## src/rtl/seg_pkg.sv

```systemverilog
// Shared types and constants for the seven-segment scan controller.
// Segment codes are ordered {a,b,c,d,e,f,g}, active-high.
package seg_pkg;

    typedef enum logic {
        DRIVE = 1'b0,
        BLANK = 1'b1
    } scan_state_t;

    localparam int unsigned SEG_W   = 7;
    localparam int unsigned DIGIT_W = 4;

    localparam logic [SEG_W-1:0] SEG_0   = 7'b1111110;
    localparam logic [SEG_W-1:0] SEG_1   = 7'b0110000;
    localparam logic [SEG_W-1:0] SEG_2   = 7'b1101101;
    localparam logic [SEG_W-1:0] SEG_3   = 7'b1111001;
    localparam logic [SEG_W-1:0] SEG_4   = 7'b0110011;
    localparam logic [SEG_W-1:0] SEG_5   = 7'b1011011;
    localparam logic [SEG_W-1:0] SEG_6   = 7'b1011111;
    localparam logic [SEG_W-1:0] SEG_7   = 7'b1110000;
    localparam logic [SEG_W-1:0] SEG_8   = 7'b1111111;
    localparam logic [SEG_W-1:0] SEG_9   = 7'b1110011;
    localparam logic [SEG_W-1:0] SEG_A   = 7'b1110111;
    localparam logic [SEG_W-1:0] SEG_B   = 7'b0011111;
    localparam logic [SEG_W-1:0] SEG_C   = 7'b1001110;
    localparam logic [SEG_W-1:0] SEG_D   = 7'b0111101;
    localparam logic [SEG_W-1:0] SEG_E   = 7'b1001111;
    localparam logic [SEG_W-1:0] SEG_F   = 7'b1000111;
    localparam logic [SEG_W-1:0] SEG_OFF = 7'b0000000;

endpackage

```

## src/rtl/seg_hex_dec.sv

```systemverilog
// Combinational hex digit to seven-segment decoder.
// Ports: i_digit (4-bit hex value) -> o_seg_c ({a..g}, active-high).
module seg_hex_dec
    import seg_pkg::*;
(
    input  logic [DIGIT_W-1:0] i_digit,
    output logic [SEG_W-1:0]   o_seg_c
);

    always_comb begin
        o_seg_c = SEG_OFF;
        case (i_digit)
            4'h0: o_seg_c = SEG_0;
            4'h1: o_seg_c = SEG_1;
            4'h2: o_seg_c = SEG_2;
            4'h3: o_seg_c = SEG_3;
            4'h4: o_seg_c = SEG_4;
            4'h5: o_seg_c = SEG_5;
            4'h6: o_seg_c = SEG_6;
            4'h7: o_seg_c = SEG_7;
            4'h8: o_seg_c = SEG_8;
            4'h9: o_seg_c = SEG_9;
            4'hA: o_seg_c = SEG_A;
            4'hB: o_seg_c = SEG_B;
            4'hC: o_seg_c = SEG_C;
            4'hD: o_seg_c = SEG_D;
            4'hE: o_seg_c = SEG_E;
            4'hF: o_seg_c = SEG_F;
            default: o_seg_c = SEG_OFF;
        endcase
    end

endmodule

```

## src/rtl/seg_scan_ctrl.sv

```systemverilog
// Multiplexed seven-segment scan controller with blanking guard, hex decode,
// per-digit blink and a frame-synchronous load/ack double buffer.
// Optional leading-zero blanking is enabled by defining SEG_SCAN_LZB_EN.
// Ports:
//   clk, rst         clock, synchronous active-high reset
//   i_digits         4*NUM_DIGITS hex digits, digit 0 rightmost
//   i_dp, i_blink    per-digit decimal point / blink enable
//   i_load           strobe capturing digits/dp/blink into staging
//   o_load_ack       pulse when staged data becomes active
//   o_seg, o_seg_dp  segment pattern and decimal point, active-high
//   o_seg_enb        digit enables, active-low one-hot
//   o_frame_start    pulse on the first cycle of digit 0's slot
module seg_scan_ctrl
    import seg_pkg::*;
#(
    parameter int unsigned NUM_DIGITS   = 6,
    parameter int unsigned SCAN_DIV     = 50000,
    parameter int unsigned BLANK_CYC    = 500,
    parameter int unsigned BLINK_FRAMES = 64
) (
    input  logic                          clk,
    input  logic                          rst,
    input  logic [DIGIT_W*NUM_DIGITS-1:0] i_digits,
    input  logic [NUM_DIGITS-1:0]         i_dp,
    input  logic [NUM_DIGITS-1:0]         i_blink,
    input  logic                          i_load,
    output logic                          o_load_ack,
    output logic [SEG_W-1:0]              o_seg,
    output logic                          o_seg_dp,
    output logic [NUM_DIGITS-1:0]         o_seg_enb,
    output logic                          o_frame_start
);

    localparam int unsigned CNT_W     = (SCAN_DIV > 1) ? 32'($clog2(SCAN_DIV)) : 1;
    localparam int unsigned IDX_W     = (NUM_DIGITS > 1) ? 32'($clog2(NUM_DIGITS)) : 1;
    localparam int unsigned FC_W      = (BLINK_FRAMES > 1) ? 32'($clog2(BLINK_FRAMES)) : 1;
    localparam int unsigned DRIVE_CYC = SCAN_DIV - BLANK_CYC;
    localparam int unsigned BANK_W    = DIGIT_W * NUM_DIGITS;

    // Scan position registers hold the position shown in the NEXT cycle;
    // outputs are registered from them so they lead the pins by one cycle.
    logic [CNT_W-1:0]      cnt_q, cnt_d;
    logic [IDX_W-1:0]      idx_q, idx_d;
    scan_state_t           state_q, state_d;
    logic                  run_q, run_d;
    logic [FC_W-1:0]       fc_q, fc_d;
    logic                  blink_on_q, blink_on_d;

    logic [BANK_W-1:0]     act_dig_q, act_dig_d, stg_dig_q, stg_dig_d;
    logic [NUM_DIGITS-1:0] act_dp_q, act_dp_d, stg_dp_q, stg_dp_d;
    logic [NUM_DIGITS-1:0] act_blk_q, act_blk_d, stg_blk_q, stg_blk_d;
    logic                  pend_q, pend_d;

    logic [SEG_W-1:0]      seg_q, seg_d;
    logic                  dp_q, dp_d;
    logic [NUM_DIGITS-1:0] enb_q, enb_d;
    logic                  ack_q, ack_d;
    logic                  fs_q, fs_d;

    logic                  at_pos0;
    logic                  boundary;
    logic [DIGIT_W-1:0]    cur_dig;
    logic                  cur_dp;
    logic                  cur_blk;
    logic                  cur_lzb;
    logic [NUM_DIGITS-1:0] lzb_mask;
    logic [SEG_W-1:0]      dec_seg_c;

    // Next cycle starts digit 0's slot; after the first post-reset cycle this
    // is the frame boundary.
    assign at_pos0  = (state_q == DRIVE) && (cnt_q == '0) && (idx_q == '0);
    assign boundary = run_q && at_pos0;

    // Slot counter, digit index and DRIVE/BLANK state.
    always_comb begin
        cnt_d   = cnt_q;
        idx_d   = idx_q;
        state_d = state_q;
        run_d   = 1'b1;
        if (cnt_q == CNT_W'(SCAN_DIV - 1)) begin
            cnt_d   = '0;
            state_d = DRIVE;
            idx_d   = (idx_q == IDX_W'(NUM_DIGITS - 1)) ? '0 : idx_q + IDX_W'(1);
        end else begin
            cnt_d   = cnt_q + CNT_W'(1);
            state_d = (32'(cnt_d) >= DRIVE_CYC) ? BLANK : DRIVE;
        end
    end

    // Frame counter and blink phase advance on each frame boundary.
    always_comb begin
        fc_d       = fc_q;
        blink_on_d = blink_on_q;
        if (boundary) begin
            if (fc_q == FC_W'(BLINK_FRAMES - 1)) begin
                fc_d       = '0;
                blink_on_d = ~blink_on_q;
            end else begin
                fc_d = fc_q + FC_W'(1);
            end
        end
    end

    // Load handshake: staging captures on i_load, active swaps on boundary.
    always_comb begin
        stg_dig_d = stg_dig_q;
        stg_dp_d  = stg_dp_q;
        stg_blk_d = stg_blk_q;
        act_dig_d = act_dig_q;
        act_dp_d  = act_dp_q;
        act_blk_d = act_blk_q;
        pend_d    = pend_q;
        ack_d     = 1'b0;
        if (i_load) begin
            stg_dig_d = i_digits;
            stg_dp_d  = i_dp;
            stg_blk_d = i_blink;
        end
        if (boundary) begin
            if (i_load) begin
                act_dig_d = i_digits;
                act_dp_d  = i_dp;
                act_blk_d = i_blink;
                ack_d     = 1'b1;
            end else if (pend_q) begin
                act_dig_d = stg_dig_q;
                act_dp_d  = stg_dp_q;
                act_blk_d = stg_blk_q;
                ack_d     = 1'b1;
            end
            pend_d = 1'b0;
        end else if (i_load) begin
            pend_d = 1'b1;
        end
    end

    // Leading-zero blanking mask over the bank that will be displayed.
`ifdef SEG_SCAN_LZB_EN
    always_comb begin
        logic lead;
        lzb_mask = '0;
        lead     = 1'b1;
        for (int k = NUM_DIGITS - 1; k >= 1; k--) begin
            if (lead && (act_dig_d[k*DIGIT_W +: DIGIT_W] == '0) && !act_dp_d[k]) begin
                lzb_mask[k] = 1'b1;
            end else begin
                lead = 1'b0;
            end
        end
    end
`else
    assign lzb_mask = '0;
`endif

    // Select the digit being scanned from the bank taking effect this edge.
    always_comb begin
        cur_dig = '0;
        cur_dp  = 1'b0;
        cur_blk = 1'b0;
        cur_lzb = 1'b0;
        for (int k = 0; k < NUM_DIGITS; k++) begin
            if (idx_q == IDX_W'(k)) begin
                cur_dig = act_dig_d[k*DIGIT_W +: DIGIT_W];
                cur_dp  = act_dp_d[k];
                cur_blk = act_blk_d[k];
                cur_lzb = lzb_mask[k];
            end
        end
    end

    seg_hex_dec u_dec (
        .i_digit (cur_dig),
        .o_seg_c (dec_seg_c)
    );

    // Output pattern for the position held in the scan registers.
    always_comb begin
        seg_d = SEG_OFF;
        dp_d  = 1'b0;
        enb_d = '1;
        fs_d  = at_pos0;
        if (state_q == DRIVE) begin
            for (int k = 0; k < NUM_DIGITS; k++) begin
                if (idx_q == IDX_W'(k)) begin
                    enb_d[k] = 1'b0;
                end
            end
            seg_d = cur_lzb ? SEG_OFF : dec_seg_c;
            dp_d  = cur_dp;
            if (!blink_on_d && cur_blk) begin
                seg_d = SEG_OFF;
                dp_d  = 1'b0;
            end
        end
    end

    always_ff @(posedge clk) begin
        if (rst) begin
            cnt_q      <= '0;
            idx_q      <= '0;
            state_q    <= DRIVE;
            run_q      <= 1'b0;
            fc_q       <= '0;
            blink_on_q <= 1'b1;
            act_dig_q  <= '0;
            act_dp_q   <= '0;
            act_blk_q  <= '0;
            stg_dig_q  <= '0;
            stg_dp_q   <= '0;
            stg_blk_q  <= '0;
            pend_q     <= 1'b0;
            seg_q      <= SEG_OFF;
            dp_q       <= 1'b0;
            enb_q      <= '1;
            ack_q      <= 1'b0;
            fs_q       <= 1'b0;
        end else begin
            cnt_q      <= cnt_d;
            idx_q      <= idx_d;
            state_q    <= state_d;
            run_q      <= run_d;
            fc_q       <= fc_d;
            blink_on_q <= blink_on_d;
            act_dig_q  <= act_dig_d;
            act_dp_q   <= act_dp_d;
            act_blk_q  <= act_blk_d;
            stg_dig_q  <= stg_dig_d;
            stg_dp_q   <= stg_dp_d;
            stg_blk_q  <= stg_blk_d;
            pend_q     <= pend_d;
            seg_q      <= seg_d;
            dp_q       <= dp_d;
            enb_q      <= enb_d;
            ack_q      <= ack_d;
            fs_q       <= fs_d;
        end
    end

    assign o_seg         = seg_q;
    assign o_seg_dp      = dp_q;
    assign o_seg_enb     = enb_q;
    assign o_load_ack    = ack_q;
    assign o_frame_start = fs_q;

endmodule
```

## config.mk

```make
export PLATFORM = sky130hd
export DESIGN_NAME = seg_scan_ctrl
export DESIGN_NICKNAME = d
export VERILOG_FILES = /design/src/rtl/seg_pkg.sv /design/src/rtl/seg_hex_dec.sv /design/src/rtl/seg_scan_ctrl.sv
export SDC_FILE = /design/constraint.sdc
export NUM_CORES = 1
export LEC_CHECK = 0
export ABC_CLOCK_PERIOD_IN_PS = 3700
export BUFFER_PORTS_ARGS = -buffer_cell sky130_fd_sc_hd__buf_2
export CORE_ASPECT_RATIO = 1.75
export CORE_UTILIZATION = 45
export CTS_CLUSTER_SIZE = 8
export DETAILED_ROUTE_END_ITERATION = 16
export GPL_TIMING_DRIVEN = 0
export PLACE_DENSITY_LB_ADDON = 0.1
export SLEW_MARGIN = 40
export SYNTH_ARGS = -nofsm -noshare
export SYNTH_HDL_FRONTEND = slang
export SYNTH_HIERARCHICAL = 1
export SYNTH_SLANG_ARGS = --single-unit
```

## constraint.sdc

```tcl
create_clock -name clk -period 3.7 [get_ports clk]
set_input_delay 0 -clock clk [delete_from_list [all_inputs] [get_ports clk]]
set_output_delay 0 -clock clk [all_outputs]
set_load 0.05 [all_outputs]
```

==> metrics.txt <==
Critical Path Source Type flip-flop; met2 usage in global routing 48.8%; final setup skew 7.77 ps; Via density 5.50; critical path arrival 3960 ps; drc violations 2; Clk pin slew, worst setup/hold paths 60 ps; largest net degree at the start of global routing 17; endpoints failing setup 0; Critical Path Most Common Cell buf_6; worst reg2reg startpoint cnt_q[12]; Synth top area share 43.7%; post-synthesis mux area share 10.4%; Buffers & Inverters on Critical Path 4; Final Cycle Share 99.8%; CTS Sinks 117; setup_tns 0 ps; die width 84.5 um; DIE HEIGHT 146 um; Worst Max-Slew Pin Slew 852 ps; GRT Resource Usage Total 25.4%; Inserted Diodes 0; flop2flop setup slack 9 ps; CP max FO 6; Detail Placement HPWL 10.8 mm; failing checks DRC; most used routing layer met2; Critical Path RT 3970 ps; Max Buffers Root-to-Sink 2; Final GP Congestion 0.885; Fin. Hold Viols 0; Final Cell Area 0.00726 mm^2; Area Overhead vs Synth 35.6%; Power Density 483 mW/mm^2; antenna viol nets, final 0; Worst slew margin 43.2%; drt total wl 15.4 mm; cell count after synthesis 605; Tot Pwr 3.51 mW; Nets 788; status finished, violations left; WS Path Type reg -> reg; Reg-to-Reg End o_seg[2]; met1 Usage GRT 24.3%; Fillers 1,003; CP cell instances or4_4 > buf_6 > or2_4 > nor4_4 > buf_6 > buf_8 > mux2i_4 > nor2b_1 > o21ai_1 > a221oi_2 > inv_2 > ha_4 > nor2b_4 > o32a_1 > nor3b_2; 1st-iter DRT viols 192; Hold Startpoint i_load; Synth Area in Simple Gates 22.0%; root buffer selected by CTS clkbuf_16; IO buf count 54; crit-path leading delay family simple AND/OR/NAND/NOR gates; dpl cell area 0.00580 mm^2; Netlist cell types 63; H-tree depth 4; Synth Area in Adders 2.57%; asr flop ratio synth 0%; Avg Inst Size Synth 8.85 um^2; drt pass-1 iters 10; CTS tree yes; vias 4,870; Levels on crit path 15; area of the core 0.0116 mm^2; Post-Synth XOR/XNOR Area 2.78%; # IOs 55; Synth Area in Compound Gates 13.8%; Max Cap Viol 0; Initial Util 46.3%; Synth Net Count 655; mapped cell area 0.00536 mm^2; clk_lat worst skew 410 ps; top post-synthesis cells by area dfxtp_1 44%, mux2i_1 7.7%, nor2_1 7.4%, nand2_1 2.9%, and2_1 2.8%; slowest stage delay, CP 520 ps; sequential area share after synthesis 43.7%; RSZ-0062 raised after global routing true; grt met3 use 5.54%; peak supply drop 0.000322 V; f_max 271 MHz; hold crit path type in -> reg; Top FF cell, synth dfxtp_1; Worst Setup SP cnt_q[12]; cells on worst reg2reg path 15; area leader, netlist dfxtp_1; Worst Setup End Kind flip-flop; grt ovf 0; Critical-path top delay cell or4_4; Yosys warnings 6; CTS Buf Count 17; initial antenna violation count 0; register bit total from synthesis 117; num rows 52; drt wl/cell 17.4 um; number of global-route vias before repair 4,961; Die Area 0.0124 mm^2; static leakage 2.93 nW; synth cell count leaders 117 x dfxtp_1, 105 x nor2_1, 41 x mux2i_1, 41 x nand2_1, 25 x clkbuf_1; share of layout cells above drive strength 1 26.6%; max-slew violations 0; most common cell in the synthesized netlist dfxtp_1; minimum clock period 3690 ps; Util after Layout 62.7%; first-pass GRT wire length 23.9 mm; EDFF count, synth 0; crit path to o_seg[2]; main combinational cell family by area after synthesis simple AND/OR/NAND/NOR gates
cell usage in the layout (no fill, tap or decap), drive strengths merged, types with 3 or more instances in the layout:
cell,synthesis,layout
a211oi,9,9
a21oi,20,20
a221oi,7,7
a22oi,4,4
a31oi,4,4
a41oi,3,3
and2,24,24
and3,6,6
buf,14,92
clkbuf,25,44
clkinv,0,7
clkinvlp,0,5
dfxtp,117,117
dlygate4sd3,0,36
ha,11,11
inv,19,19
mux2,13,13
mux2i,41,41
nand2,42,42
nand2b,4,4
nand3,8,8
nand3b,3,3
nand4,6,6
nor2,107,107
nor2b,6,6
nor3,12,12
nor3b,8,8
nor4,4,4
o21ai,23,23
o221ai,6,6
o22ai,7,7
o31ai,4,4
or2,4,4
or3,5,5
xnor2,7,7
xor2,10,10
final cells by class:
cell class / count / area [um^2] / area share [%]
sequential: 117 / 2350 / 32.3
inverter: 19 / 71.3 / 0.982
multi-input combinational: 430 / 3060 / 42.2
clock inverter: 13 / 110 / 1.52
buffer: 38 / 221 / 3.05
timing repair buffer: 115 / 841 / 11.6
tap: 135 / 169 / 2.33
clock buffer: 19 / 443 / 6.10
worst min-delay path by stage:
stage	end	slack (ps)	depth (start not counted)
6_report	stg_blk_q[0]	40	4
5_1_grt	pend_q	100	3
4_1_cts	stg_blk_q[0]	20	4
3_5_place_dp	stg_blk_q[0]	260	3
3_3_place_gp	stg_blk_q[0]	250	3
2_1_floorplan	stg_blk_q[0]	140	2
power by group:
part	total, mW	internal, mW	switching, mW	leakage (nW)
clock	1.51	0.933	0.579	0.261
combinational	0.631	0.280	0.352	1.70
sequential	1.36	1.33	0.0296	0.960
total	3.51	2.55	0.960	2.93
state kept, by name, indices dropped and copies added, names as in the netlist:
signal and count:
stg_dp_q 6, o_seg_enb 6, cnt_q 16, o_seg_dp 1, pend_q 1, stg_dig_q 24, act_dig_q 24, act_dp_q 6
idx_q 3, run_q 1, state_q 1, o_load_ack 1, blink_on_q 1, o_frame_start 1, o_seg 7, stg_blk_q 6
fc_q 6, act_blk_q 6
logic make-up (layout without fill, tap and decap cells):
logic type	count (synthesis)	after routing
simple gates	242	242
flops	117	117
compound gates	106	106
buf+inv	58	204
mux	54	54
xor+xnor	17	17
fa+ha+maj	11	11
per-layer routing:
layer,vias to the layer above,wire (um)
met5,-,0
met1,2283,5620
met2,145,8360
li1,2387,-
met4,0,814
met3,55,606
repair_timing:
action | in CTS | in global routing
resized for setup | 30 | 56
hold endpoints to repair | 42 | 0
hold buffers | 36 | 0
pin swaps | 7 | 17
cloned | 0 | 1
setup endpoints to repair | 7 | 7
setup buffers | 11 | 15
worst register-to-register path, stage by stage, from the launching register on:
cell and delay, ps:
dfxtp_2 310, or4_4 520, buf_6 140, or2_4 250
nor4_4 310, buf_6 200, buf_8 150, mux2i_4 70
nor2b_1 120, o21ai_1 90, a221oi_2 400, inv_2 160
ha_4 200, nor2b_4 110, o32a_1 340, nor3b_2 150
stage by stage:
step,std cells,hold slack [ps],setup slack [ps]
3_5_place_dp,794,256,-787
3_3_place_gp,794,250,-710
6_report,886,36.8,9.15
4_1_cts,873,16.4,6.05
5_1_grt,886,98.7,-105
2_1_floorplan,605,141,110
Note: power is estimated with default switching activity, not from simulation.
